==> config.mk <==
export PLATFORM = sky130hd
export DESIGN_NAME = frame_gen_param_flat
export DESIGN_NICKNAME = d
export VERILOG_FILES = /design/src/rtl/frame_gen_pkg.sv /design/src/rtl/frame_gen_if.sv /design/src/rtl/frame_gen_ifg_timer.sv /design/src/rtl/frame_gen_param.sv /design/src/flat_wrapper.sv
export SDC_FILE = /design/constraint.sdc
export NUM_CORES = 1
export LEC_CHECK = 0
export ABC_CLOCK_PERIOD_IN_PS = 5700
export CORE_MARGIN = 2
export CORE_UTILIZATION = 55
export CTS_CLUSTER_DIAMETER = 60
export DETAILED_ROUTE_END_ITERATION = 10
export PLACE_DENSITY = 0.81
export SLEW_MARGIN = 10
export SYNTH_ARGS = -nofsm -noshare
export SYNTH_HDL_FRONTEND = slang
export SYNTH_HIERARCHICAL = 1
export SYNTH_SLANG_ARGS = --single-unit
==> constraint.sdc <==
create_clock -name tx_clk -period 5.7 [get_ports tx_clk]
set_input_delay 1.14 -clock tx_clk [delete_from_list [all_inputs] [get_ports tx_clk]]
set_output_delay 1.14 -clock tx_clk [all_outputs]
set_load 0.01 [all_outputs]
==> src/rtl/frame_gen_pkg.sv <==
// Shared types and constants for the Ethernet test-frame generator.
// FRAME_GEN_VLAN_EN selects the 18-byte tagged header.
package frame_gen_pkg;

  typedef enum logic [2:0] {
    ST_IDLE,
    ST_REQ,
    ST_HDR,
    ST_PAY,
    ST_GAP
  } state_t;

  localparam int DEF_MIN_PAYLOAD = 46;
  localparam int DEF_MAX_PAYLOAD = 1500;
  localparam int DEF_JUMBO_MAX   = 9000;

  localparam logic [15:0] TPID     = 16'h8100;
  localparam logic [15:0] OPT_IPV4 = 16'h0800;
  localparam logic [15:0] OPT_ARP  = 16'h0806;
  localparam logic [15:0] OPT_RARP = 16'h8035;
  localparam logic [15:0] OPT_IPV6 = 16'h86DD;

`ifdef FRAME_GEN_VLAN_EN
  localparam int HDR_LEN = 18;
`else
  localparam int HDR_LEN = 14;
`endif

endpackage

==> src/rtl/frame_gen_if.sv <==
// Byte-wide client port towards gig_eth_mac_tx.
// master = frame generator, slave = MAC.
interface frame_gen_if;

  logic       conf_tx_en;
  logic       conf_tx_jumbo_en;
  logic       conf_tx_no_gen_crc;
  logic [7:0] mac_tx_data;
  logic       mac_tx_dvld;
  logic       mac_tx_ack;

  modport master (
    output conf_tx_en,
    output conf_tx_jumbo_en,
    output conf_tx_no_gen_crc,
    output mac_tx_data,
    output mac_tx_dvld,
    input  mac_tx_ack
  );

  modport slave (
    input  conf_tx_en,
    input  conf_tx_jumbo_en,
    input  conf_tx_no_gen_crc,
    input  mac_tx_data,
    input  mac_tx_dvld,
    output mac_tx_ack
  );

endinterface

==> src/rtl/frame_gen_ifg_timer.sv <==
// Inter-frame gap down-counter; done once one cycle
// or fewer remain, so a zero gap still costs one cycle.
module frame_gen_ifg_timer
  import frame_gen_pkg::*;
#(
  parameter int IFG_W = 16
) (
  input  logic             tx_clk,
  input  logic             reset_n,
  input  logic             load,
  input  logic [IFG_W-1:0] load_val,
  input  logic             en,
  output logic             done
);

  logic [IFG_W-1:0] cnt;

  assign done = (cnt <= IFG_W'(1));

  always_ff @(posedge tx_clk) begin
    if (!reset_n) begin
      cnt <= '0;
    end else if (load) begin
      cnt <= load_val;
    end else if (en && !done) begin
      cnt <= cnt - IFG_W'(1);
    end
  end

endmodule

==> src/rtl/frame_gen_param.sv <==
// Ethernet test-frame generator for the MAC TX client port.
// Define FRAME_GEN_VLAN_EN to add vlan_tci and an 802.1Q tag.
module frame_gen_param
  import frame_gen_pkg::*;
#(
  parameter logic [47:0] SRC_MAC = 48'h004e46324300,
  parameter int LEN_W       = 14,
  parameter int MIN_PAYLOAD = DEF_MIN_PAYLOAD,
  parameter int MAX_PAYLOAD = DEF_MAX_PAYLOAD,
  parameter int JUMBO_MAX   = DEF_JUMBO_MAX,
  parameter int IFG_W       = 16,
  parameter int SEQ_W       = 32
) (
  input  logic             tx_clk,
  input  logic             reset_n,
  input  logic             start,
  input  logic             stop,
  input  logic             cont_mode,
  input  logic             jumbo_en,
  input  logic [LEN_W-1:0] payload_len,
  input  logic [IFG_W-1:0] ifg_cycles,
  input  logic [47:0]      dst_mac,
  input  logic [47:0]      src_mac,
  input  logic             src_mac_sel,
  input  logic [15:0]      ethertype,
`ifdef FRAME_GEN_VLAN_EN
  input  logic [15:0]      vlan_tci,
`endif
  input  logic [31:0]      timestamp,
  frame_gen_if.master      mac,
  output logic             busy,
  output logic [31:0]      frame_count
);

  localparam int CW = LEN_W + 1;
  localparam int HB = HDR_LEN * 8;

  state_t           st;
  logic [CW-1:0]    pos;
  logic [CW-1:0]    total_q;
  logic [CW-1:0]    nxt;
  logic [CW-1:0]    pi;
  logic [HB-1:0]    hdr_q;
  logic [HB-1:0]    hdr_d;
  logic [47:0]      src_eff;
  logic [SEQ_W-1:0] seq;
  logic [31:0]      ts_q;
  logic [31:0]      fc_q;
  logic [IFG_W-1:0] ifg_q;
  logic [7:0]       hbyte;
  logic [7:0]       sbyte;
  logic [7:0]       tbyte;
  logic [7:0]       nbyte;
  logic [7:0]       data_q;
  logic             dvld_q;
  logic             en_q;
  logic             jumbo_q;
  logic             busy_q;
  logic             stop_seen;
  logic             go_on;
  logic             cfg_ld;
  logic             frame_end;
  logic             tmr_done;

  function automatic logic [LEN_W-1:0] clamp_len(
    input logic [LEN_W-1:0] req,
    input logic             jumbo
  );
    logic [LEN_W-1:0] lim;
    logic [LEN_W-1:0] l;
    lim = jumbo ? LEN_W'(JUMBO_MAX)
                : LEN_W'(MAX_PAYLOAD);
    l = (req > lim) ? lim : req;
    if (l < LEN_W'(MIN_PAYLOAD))
      l = LEN_W'(MIN_PAYLOAD);
    return l;
  endfunction

  assign src_eff = src_mac_sel ? src_mac : SRC_MAC;

`ifdef FRAME_GEN_VLAN_EN
  assign hdr_d = {dst_mac, src_eff, TPID,
                  vlan_tci, ethertype};
`else
  assign hdr_d = {dst_mac, src_eff, ethertype};
`endif

  assign go_on     = cont_mode && !stop_seen && !stop;
  assign frame_end = (st == ST_HDR || st == ST_PAY) &&
                     (pos == total_q - CW'(1));
  assign cfg_ld    = (st == ST_IDLE && start) ||
                     (st == ST_GAP && tmr_done && go_on);

  assign mac.conf_tx_en         = en_q;
  assign mac.conf_tx_jumbo_en   = jumbo_q;
  assign mac.conf_tx_no_gen_crc = 1'b0;
  assign mac.mac_tx_data        = data_q;
  assign mac.mac_tx_dvld        = dvld_q;
  assign busy                   = busy_q;
  assign frame_count            = fc_q;

  frame_gen_ifg_timer #(
    .IFG_W (IFG_W)
  ) u_ifg (
    .tx_clk   (tx_clk),
    .reset_n  (reset_n),
    .load     (frame_end),
    .load_val (ifg_q),
    .en       (st == ST_GAP),
    .done     (tmr_done)
  );

  always_ff @(posedge tx_clk) begin
    if (!reset_n) begin
      hdr_q   <= '0;
      total_q <= '0;
      ifg_q   <= '0;
    end else if (cfg_ld) begin
      hdr_q   <= hdr_d;
      total_q <= CW'(clamp_len(payload_len, jumbo_en))
               + CW'(HDR_LEN);
      ifg_q   <= ifg_cycles;
    end
  end

  // Byte for position pos+1; pos is the byte now on the bus.
  always_comb begin
    nxt   = pos + CW'(1);
    pi    = nxt - CW'(HDR_LEN);
    hbyte = 8'h00;
    for (int k = 0; k < HDR_LEN; k++) begin
      if (nxt == CW'(k))
        hbyte = hdr_q[HB-1-8*k -: 8];
    end
    sbyte = seq[31:24];
    tbyte = ts_q[31:24];
    unique case (pi[1:0])
      2'd0: begin sbyte = seq[31:24]; tbyte = ts_q[31:24]; end
      2'd1: begin sbyte = seq[23:16]; tbyte = ts_q[23:16]; end
      2'd2: begin sbyte = seq[15:8];  tbyte = ts_q[15:8];  end
      2'd3: begin sbyte = seq[7:0];   tbyte = ts_q[7:0];   end
      default: ;
    endcase
    nbyte = pi[7:0];
    unique case (1'b1)
      (nxt < CW'(HDR_LEN)):            nbyte = hbyte;
      (pi < CW'(4)):                   nbyte = sbyte;
      (pi >= CW'(4) && pi < CW'(8)):   nbyte = tbyte;
      default: ;
    endcase
  end

  always_ff @(posedge tx_clk) begin
    if (!reset_n) begin
      st        <= ST_IDLE;
      pos       <= '0;
      seq       <= '0;
      fc_q      <= '0;
      ts_q      <= '0;
      stop_seen <= 1'b0;
      busy_q    <= 1'b0;
      dvld_q    <= 1'b0;
      data_q    <= 8'h00;
      en_q      <= 1'b0;
      jumbo_q   <= 1'b0;
    end else begin
      en_q    <= 1'b1;
      jumbo_q <= jumbo_en;
      if (stop && st != ST_IDLE)
        stop_seen <= 1'b1;
      unique case (st)
        ST_IDLE: begin
          if (start) begin
            st        <= ST_REQ;
            busy_q    <= 1'b1;
            dvld_q    <= 1'b1;
            data_q    <= dst_mac[47:40];
            pos       <= '0;
            stop_seen <= stop;
          end
        end
        ST_REQ: begin
          if (mac.mac_tx_ack) begin
            ts_q   <= timestamp;
            data_q <= nbyte;
            pos    <= nxt;
            st     <= ST_HDR;
          end
        end
        ST_HDR, ST_PAY: begin
          if (frame_end) begin
            dvld_q <= 1'b0;
            data_q <= 8'h00;
            seq    <= seq + SEQ_W'(1);
            fc_q   <= fc_q + 32'd1;
            st     <= ST_GAP;
          end else begin
            data_q <= nbyte;
            pos    <= nxt;
            st     <= (nxt < CW'(HDR_LEN)) ? ST_HDR
                                           : ST_PAY;
          end
        end
        ST_GAP: begin
          if (tmr_done) begin
            if (go_on) begin
              st     <= ST_REQ;
              dvld_q <= 1'b1;
              data_q <= dst_mac[47:40];
              pos    <= '0;
            end else begin
              st        <= ST_IDLE;
              busy_q    <= 1'b0;
              stop_seen <= 1'b0;
            end
          end
        end
        default: st <= ST_IDLE;
      endcase
    end
  end

endmodule

==> src/flat_wrapper.sv <==
// flat-port wrapper written by rule: the top's interface ports become plain ports
module frame_gen_param_flat import frame_gen_pkg::*;
#(
  parameter logic [47:0] SRC_MAC = 48'h004e46324300,
  parameter int LEN_W       = 14,
  parameter int MIN_PAYLOAD = DEF_MIN_PAYLOAD,
  parameter int MAX_PAYLOAD = DEF_MAX_PAYLOAD,
  parameter int JUMBO_MAX   = DEF_JUMBO_MAX,
  parameter int IFG_W       = 16,
  parameter int SEQ_W       = 32
)
  (tx_clk, reset_n, start, stop, cont_mode, jumbo_en, payload_len, ifg_cycles, dst_mac, src_mac, src_mac_sel, ethertype, timestamp, busy, frame_count, mac_conf_tx_en, mac_conf_tx_jumbo_en, mac_conf_tx_no_gen_crc, mac_mac_tx_data, mac_mac_tx_dvld, mac_mac_tx_ack);
  frame_gen_if mac_i ();
  input  logic tx_clk;
  input  logic reset_n;
  input  logic start;
  input  logic stop;
  input  logic cont_mode;
  input  logic jumbo_en;
  input  logic [LEN_W-1:0] payload_len;
  input  logic [IFG_W-1:0] ifg_cycles;
  input  logic [47:0] dst_mac;
  input  logic [47:0] src_mac;
  input  logic src_mac_sel;
  input  logic [15:0] ethertype;
  input  logic [31:0] timestamp;
  output logic busy;
  output logic [31:0] frame_count;
  output wire logic [$bits(mac_i.conf_tx_en)-1:0] mac_conf_tx_en;
  output wire logic [$bits(mac_i.conf_tx_jumbo_en)-1:0] mac_conf_tx_jumbo_en;
  output wire logic [$bits(mac_i.conf_tx_no_gen_crc)-1:0] mac_conf_tx_no_gen_crc;
  output wire logic [$bits(mac_i.mac_tx_data)-1:0] mac_mac_tx_data;
  output wire logic [$bits(mac_i.mac_tx_dvld)-1:0] mac_mac_tx_dvld;
  input wire logic [$bits(mac_i.mac_tx_ack)-1:0] mac_mac_tx_ack;
  assign mac_conf_tx_en = mac_i.conf_tx_en;
  assign mac_conf_tx_jumbo_en = mac_i.conf_tx_jumbo_en;
  assign mac_conf_tx_no_gen_crc = mac_i.conf_tx_no_gen_crc;
  assign mac_mac_tx_data = mac_i.mac_tx_data;
  assign mac_mac_tx_dvld = mac_i.mac_tx_dvld;
  assign mac_i.mac_tx_ack = mac_mac_tx_ack;
  frame_gen_param #(.SRC_MAC(SRC_MAC), .LEN_W(LEN_W), .MIN_PAYLOAD(MIN_PAYLOAD), .MAX_PAYLOAD(MAX_PAYLOAD), .JUMBO_MAX(JUMBO_MAX), .IFG_W(IFG_W), .SEQ_W(SEQ_W)) u_core (.tx_clk(tx_clk), .reset_n(reset_n), .start(start), .stop(stop), .cont_mode(cont_mode), .jumbo_en(jumbo_en), .payload_len(payload_len), .ifg_cycles(ifg_cycles), .dst_mac(dst_mac), .src_mac(src_mac), .src_mac_sel(src_mac_sel), .ethertype(ethertype), .timestamp(timestamp), .mac(mac_i), .busy(busy), .frame_count(frame_count));
endmodule
# After elaboration in Yosys (flattened, before gate mapping)

Index checks and enable logic that the tools add are counted.

Add/sub/neg operators: 7
Multiplexer cells: 58
Reduce and logical (&&, ||, !) cells: 30
Equal/unequal tests: 28
Magnitude comparators: 7

Operator list:

| cell                                                             | count |
|---|---|
| two-way mux 8 bit                                                | 19 |
| one-hot mux 8 bit (4 select lines)                               | 3 |
| == test 15 x 4 -> 1 bit (second input constant)                  | 6 |
| two-way mux 15 bit                                               | 5 |
| two-way mux 14 bit                                               | 5 |
| adder 32 x 1 -> 32 bit (second input constant)                   | 2 |
| == test 15 x 3 -> 1 bit (second input constant)                  | 4 |
| one-hot mux 15 bit (4 select lines)                              | 1 |
| two-way mux 48 bit                                               | 1 |
| two-way mux 16 bit                                               | 2 |
| == test 15 x 2 -> 1 bit (second input constant)                  | 2 |
| < comparator 15 x 4 -> 1 bit (second input constant)             | 2 |
| one-hot mux 8 bit (3 select lines)                               | 1 |
| less-or-equal comparator 16 x 1 -> 1 bit (second input constant) | 1 |
| subtractor 16 x 1 -> 16 bit (second input constant)              | 1 |
| adder 14 x 4 -> 15 bit (second input constant)                   | 1 |
| adder 15 x 1 -> 15 bit (second input constant)                   | 1 |
| == test 15 x 1 -> 1 bit (second input constant)                  | 1 |
| == test 15 bit                                                   | 1 |
| >= comparator 15 x 3 -> 1 bit (second input constant)            | 1 |
| logical NOT 15 bit                                               | 1 |
| < comparator 15 x 3 -> 1 bit (second input constant)             | 1 |
| subtractor 15 x 1 -> 15 bit (second input constant)              | 1 |
| subtractor 15 x 4 -> 15 bit (second input constant)              | 1 |
| other kinds (28)                                                 | 66 |

Register bits: 286
Word-level logic and storage cells: 145
Bits of input ports: 182
Output and inout port bits: 45

# Longest topological paths before layout

Depth after elaboration: 19
Depth in mapped cells: 18
Mapped depth without buffers: 17

# Cells and area by module

The synthesis kept the hierarchy.

By module, submodules not included:

| module              | area an instance (um^2) | sequential area each (um^2) | times used | cells each |
|---|---|---|---|---|
| frame_gen_param     | 14298.7                 | 5405.2                      | 1          | 1901 |
| frame_gen_ifg_timer | 1163.6                  | 320.3                       | 1          | 143 |

# Worst setup path before layout

Ideal clock, no wire load.

Kind: register -> register
Start point: register u_core.pos[0]
End point: register u_core.data_q[7] (netlist: u_core/mac.mac_tx_data[7])
Clock period less this slack: 4247 ps
Library setup time: 131 ps
Slack: 1453 ps
Required time: 5569 ps
Buffers on the path: 5
Stages on the path, launching flop included: 17
Arrival: 4115 ps
Path through: dfxtp_1 -> ha_1 -> buf_1 -> xnor2_1 -> inv_1 -> clkbuf_1 -> clkbuf_1 -> ha_1 -> clkbuf_1 -> inv_1 -> o41a_1 -> a211o_1 -> or3_1 -> clkbuf_1 -> or3_1 -> a41oi_1 -> nor3_1

Cells in the longest elaborated chain, start to end: 19
Elaborated cells between the ends (all ways): 47
Those cells by class: 2 x add/sub; 4 x order compare; 17 x eq/ne; 20 x mux; 4 x reduce/logical

RTL lines:

| what                                        | RTL line                                       | RTL |
|---|---|---|
| start, declared                             | frame_gen_param.sv:39                          | `logic [CW-1:0] pos;` |
| start signal, assigned                      | frame_gen_param.sv:186                         | `pos <= nxt;` |
| start signal, assigned                      | frame_gen_param.sv:199                         | `pos <= nxt;` |
| adder 15 x 1 -> 15 bit                      | frame_gen_param.sv:128                         | `nxt = pos + CW'(1);` |
| logical NOT 15 bit                          | frame_gen_param.sv:132                         | `if (nxt == CW'(k))` |
| two-way mux 8 bit (14 in a row)             | frame_gen_param.sv:132                         |  |
| one-hot mux 8 bit (3 select lines)          | frame_gen_param.sv:145                         | `unique case (1'b1)` |
| two-way mux 8 bit, on equally long branches | frame_gen_param.sv:191, frame_gen_param.sv:183 |  |
| one-hot mux 8 bit (4 select lines) (*)      | frame_gen_param.sv:171                         | `unique case (st)` |
| end signal, assigned                        | frame_gen_param.sv:177                         | `data_q <= dst_mac[47:40];` |
| end signal, assigned                        | frame_gen_param.sv:185                         | `data_q <= nbyte;` |
| end signal, assigned                        | frame_gen_param.sv:198                         | `data_q <= nbyte;` |
| end, declared                               | frame_gen_param.sv:54                          | `logic [7:0] data_q;` |

Every way passes the cells marked *; elsewhere a longest branch is shown, timed or not. The select of a mux whose other input is x is not followed.
A chain may end at the register's enable or synchronous reset.

# Worst setup path in the final report

Start point: input port jumbo_en
End point: register u_core.total_q[13]

Cells in the longest elaborated chain, start to end: 8

RTL lines:

| what                         | RTL line               | RTL |
|---|---|---|
| start, declared              | flat_wrapper.sv:19     | `input logic jumbo_en;` |
| two-way mux 14 bit (*)       | frame_gen_param.sv:71  | `lim = jumbo ? LEN_W'(JUMBO_MAX)` |
| > comparator 14 bit          | frame_gen_param.sv:73  | `l = (req > lim) ? lim : req;` |
| two-way mux 14 bit (*)       | frame_gen_param.sv:73  |  |
| < comparator 14 x 6 -> 1 bit | frame_gen_param.sv:74  | `if (l < LEN_W'(MIN_PAYLOAD))` |
| two-way mux 14 bit (*)       | frame_gen_param.sv:74  |  |
| two-way mux 14 bit (*)       | frame_gen_param.sv:118 | `end else if (cfg_ld) begin` |
| two-way mux 14 bit (*)       | frame_gen_param.sv:114 | `if (!reset_n) begin` |
| adder 14 x 4 -> 15 bit (*)   | frame_gen_param.sv:121 | `+ CW'(HDR_LEN);` |
| end signal, assigned         | frame_gen_param.sv:120 | `total_q <= CW'(clamp_len(payload_len, jumbo_en))` |
| end, declared                | frame_gen_param.sv:40  | `logic [CW-1:0] total_q;` |

Marks and branches as above.

==> metrics.cfg <==
[synthesis]
synth_cell_types=91
syn_inst=2044
synth_nets=2246
synthTopCellsByCount=415 x nand2_1, 286 x dfxtp_1, 226 x a21oi_1
yosysWarnings=6
synth_edf_count=0
syn_area_um2=15500
ys.flop_type=dfxtp_1
synth-async-reset-ratio=0
yosysTopAreaCell=dfxtp_1
yosysSeqAreaShare=0.370
syn_avg_cell_area_um2=7.56
synth.top_cell.area_share=0.370
yosysMostFrequentCell=nand2_1
yosys-top-cells-area=dfxtp_1 37%, nand2_1 10%, a21oi_1 7.3%, clkbuf_1 3.5%, nand3_1 3.1%
ys_ff_latch=286

[setup_path]
path_max_fanout=7
worstPathArrival_ns=5.10
worstRegToRegCells=12
critPathKind=input port to flop
worstPathCellList=clkdlybuf4s50_1 > inv_1 > ha_1 > a2111o_1 > a21oi_1 > and3_1 > a21boi_0 > a21oi_1 > ha_1 > nand2b_1 > nand4_1 > nor4b_1 > xor2_1 > a221oi_1 > nor2_1
endpoint_kind=flop
r2r-end=u_core/u_ifg/cnt[3]$_SDFFE_PN0P_
regToRegSetupSlack_ns=1.18
critical-path-slowest-cell=clkdlybuf4s50_1
cpPeakStageDelay_ns=0.60
worst_ep_required_time_ns=6.05
start_kind=input port
r2r-start=u_core/total_q[0]$_SDFFE_PN0P_

[die]
fp.dieH_um=172
die-area_um2=29500
die_width_um=172
row_count=61
ioPinCount=227
core_um2=27700
start_util=0.558

[timing]
fin_skew_ns=0.0152
tightestPinTransition_ns=1.17
fin_crit_ns=4.75
timing.hold.ws_ns=0.447
relSlewSlack=0.220
finalSetupViolCount=0
fmax_mhz=210
min_period_over_period=0.834
finalHoldViolations=0
slew_viol_final=0
finalSetupTns_ns=0
rsz0062_at_grt=no

[clock_tree]
path_clk_slew_ns=0.05
cts_hold_buffers=0
cts.repair.resized=0
postCtsSetupBuffers=0
cts_tree=done
root_buffer=clkbuf_16
cts.sinks=286
cts_buffers=36
clk_latency_ns=0.51
cts_buffer_depth=3
htreeDepth=2

[power]
total_power_uw=5130
ir_worst_vdd_mv=0.221
power.density_nw_per_um2=272
leakage_uw=0.00658

[placement]
gp_congestion=0.923
hpwl_mm=32.3
dpl_cell_area_um2=17800
portBuffers=225

[global_route]
grtUsageMet3=0.0451
grt_pass1_vias=14780
met2_usage=0.510
track_usage=0.313
overflow=0
met1_usage=0.412
antenna_found_initial=0
grt_pass1_wl_mm=75.1
grt_max_degree=121
grt-busiest-layer=met2

[cells_and_area]
drive_gt1_frac=0.0543
fill_cells=2332
post-route-util=0.681
antenna_cells=0
nNetsFinal=2369
fin_area_um2=18900
area_delta_synth_final_pct=22.1

[route]
routed_via_density=6.22
avgRoutedWirePerCell_um=18.4
drt-total-wl_mm=47.4
drt_first_pass_iters=7
drc=0
drt-initial-drc-count=1753
vias=15996
antenna_left=0

[flow_run]
maxCapViolations=0

[hold_path]
worstHoldStart=u_core/hdr_q[75]$_SDFFE_PN0P_
hold_end=u_core/hdr_q[75]$_SDFFE_PN0P_
worstHoldPathType=flop to flop
whs_path_depth=2

[run_status]
outcome=finished, final reports clean

metal layers:
metal	part of all wire	wire [um]
met5	0	0
met4	0.039	1850
met3	0.074	3500
met2	0.47	22100
met1	0.42	19900
cell usage in the layout, fill, tap and decap left out, types with 37 or more instances in the layout:
| cell | n |
|---|---|
| clkbuf_16 | 37 |
| nor3_1 | 51 |
| o21ai_0 | 81 |
| xnor2_1 | 43 |
| nand3_1 | 97 |
| inv_1 | 48 |
| clkdlybuf4s50_1 | 224 |
| dfxtp_1 | 286 |
| nor2_1 | 116 |
| nand2_1 | 414 |
| a21oi_1 | 226 |
how the worst max path moves through the flow:
stage / to / startpoint
final: u_core/total_q[13]$_SDFFE_PN0P_ / jumbo_en
after global placement: u_core/total_q[13]$_SDFFE_PN0P_ / jumbo_en
after detailed placement: u_core/total_q[13]$_SDFFE_PN0P_ / jumbo_en
after floorplan: u_core/mac.mac_tx_data[7]$_SDFFE_PN0P_ / u_core/pos[0]$_SDFFE_PN0P_
after global routing: u_core/total_q[13]$_SDFFE_PN0P_ / jumbo_en
after CTS: u_core/total_q[13]$_SDFFE_PN0P_ / jumbo_en
through the flow:
step | setup WS, ns | instances
final | 0.946 | 2570
after global routing | 0.687 | 2570
after CTS | 1.03 | 2570
after detailed placement | 0.520 | 2507
after global placement | 0.554 | 2507
after floorplan | 1.45 | 2044
critical path, delay by kind of cell:
kind,cells,cell delay [ns]
AO/OA/AOI/OAI,5,1.53
XOR/XNOR,1,0.11
AND/OR/NAND/NOR,5,1.03
adder cells (fa/ha/maj),2,0.50
buffers and inverters,2,0.80
flip-flops by register name, indices dropped and copies added (netlist names):
| register | flops |
|---|---|
| u_core/hdr_q | 112 |
| u_core/frame_count | 32 |
| u_core/seq | 32 |
| u_core/ts_q | 32 |
| u_core/ifg_q | 16 |
| u_core/u_ifg/cnt | 16 |
| u_core/pos | 15 |
| u_core/total_q | 15 |
| u_core/mac.mac_tx_data | 8 |
| u_core/st | 3 |
| u_core/busy | 1 |
| u_core/mac.conf_tx_en | 1 |
| u_core/mac.conf_tx_jumbo_en | 1 |
| u_core/mac.mac_tx_dvld | 1 |
| u_core/stop_seen | 1 |
cells by family after synthesis:
family	Yosys count	share of synthesized area
flops	286	0.370
compound gates	523	0.216
xor+xnor	57	0.0323
buf+inv	211	0.0531
simple gates	909	0.282
fa+ha+maj	20	0.0162
mux	37	0.0299
other cells	1	0.000243
area by class of cell:
cell class / instances / area [um^2] / share of cell area
multi-input cells: 1547 / 8950 / 0.474
clock inverters: 15 / 108 / 0.00570
clock buffers: 48 / 997 / 0.0528
well taps: 378 / 473 / 0.0251
inverters: 50 / 193 / 0.0102
flip-flops and latches: 286 / 5730 / 0.303
repair buffers: 246 / 2430 / 0.129
where the power goes:
group	internal [uW]	switching (uW)	total [uW]
Sequential	2110	83.0	2200
Combinational	346	481	827
Clock	1240	870	2110
(Power assumes the default switching activity.)
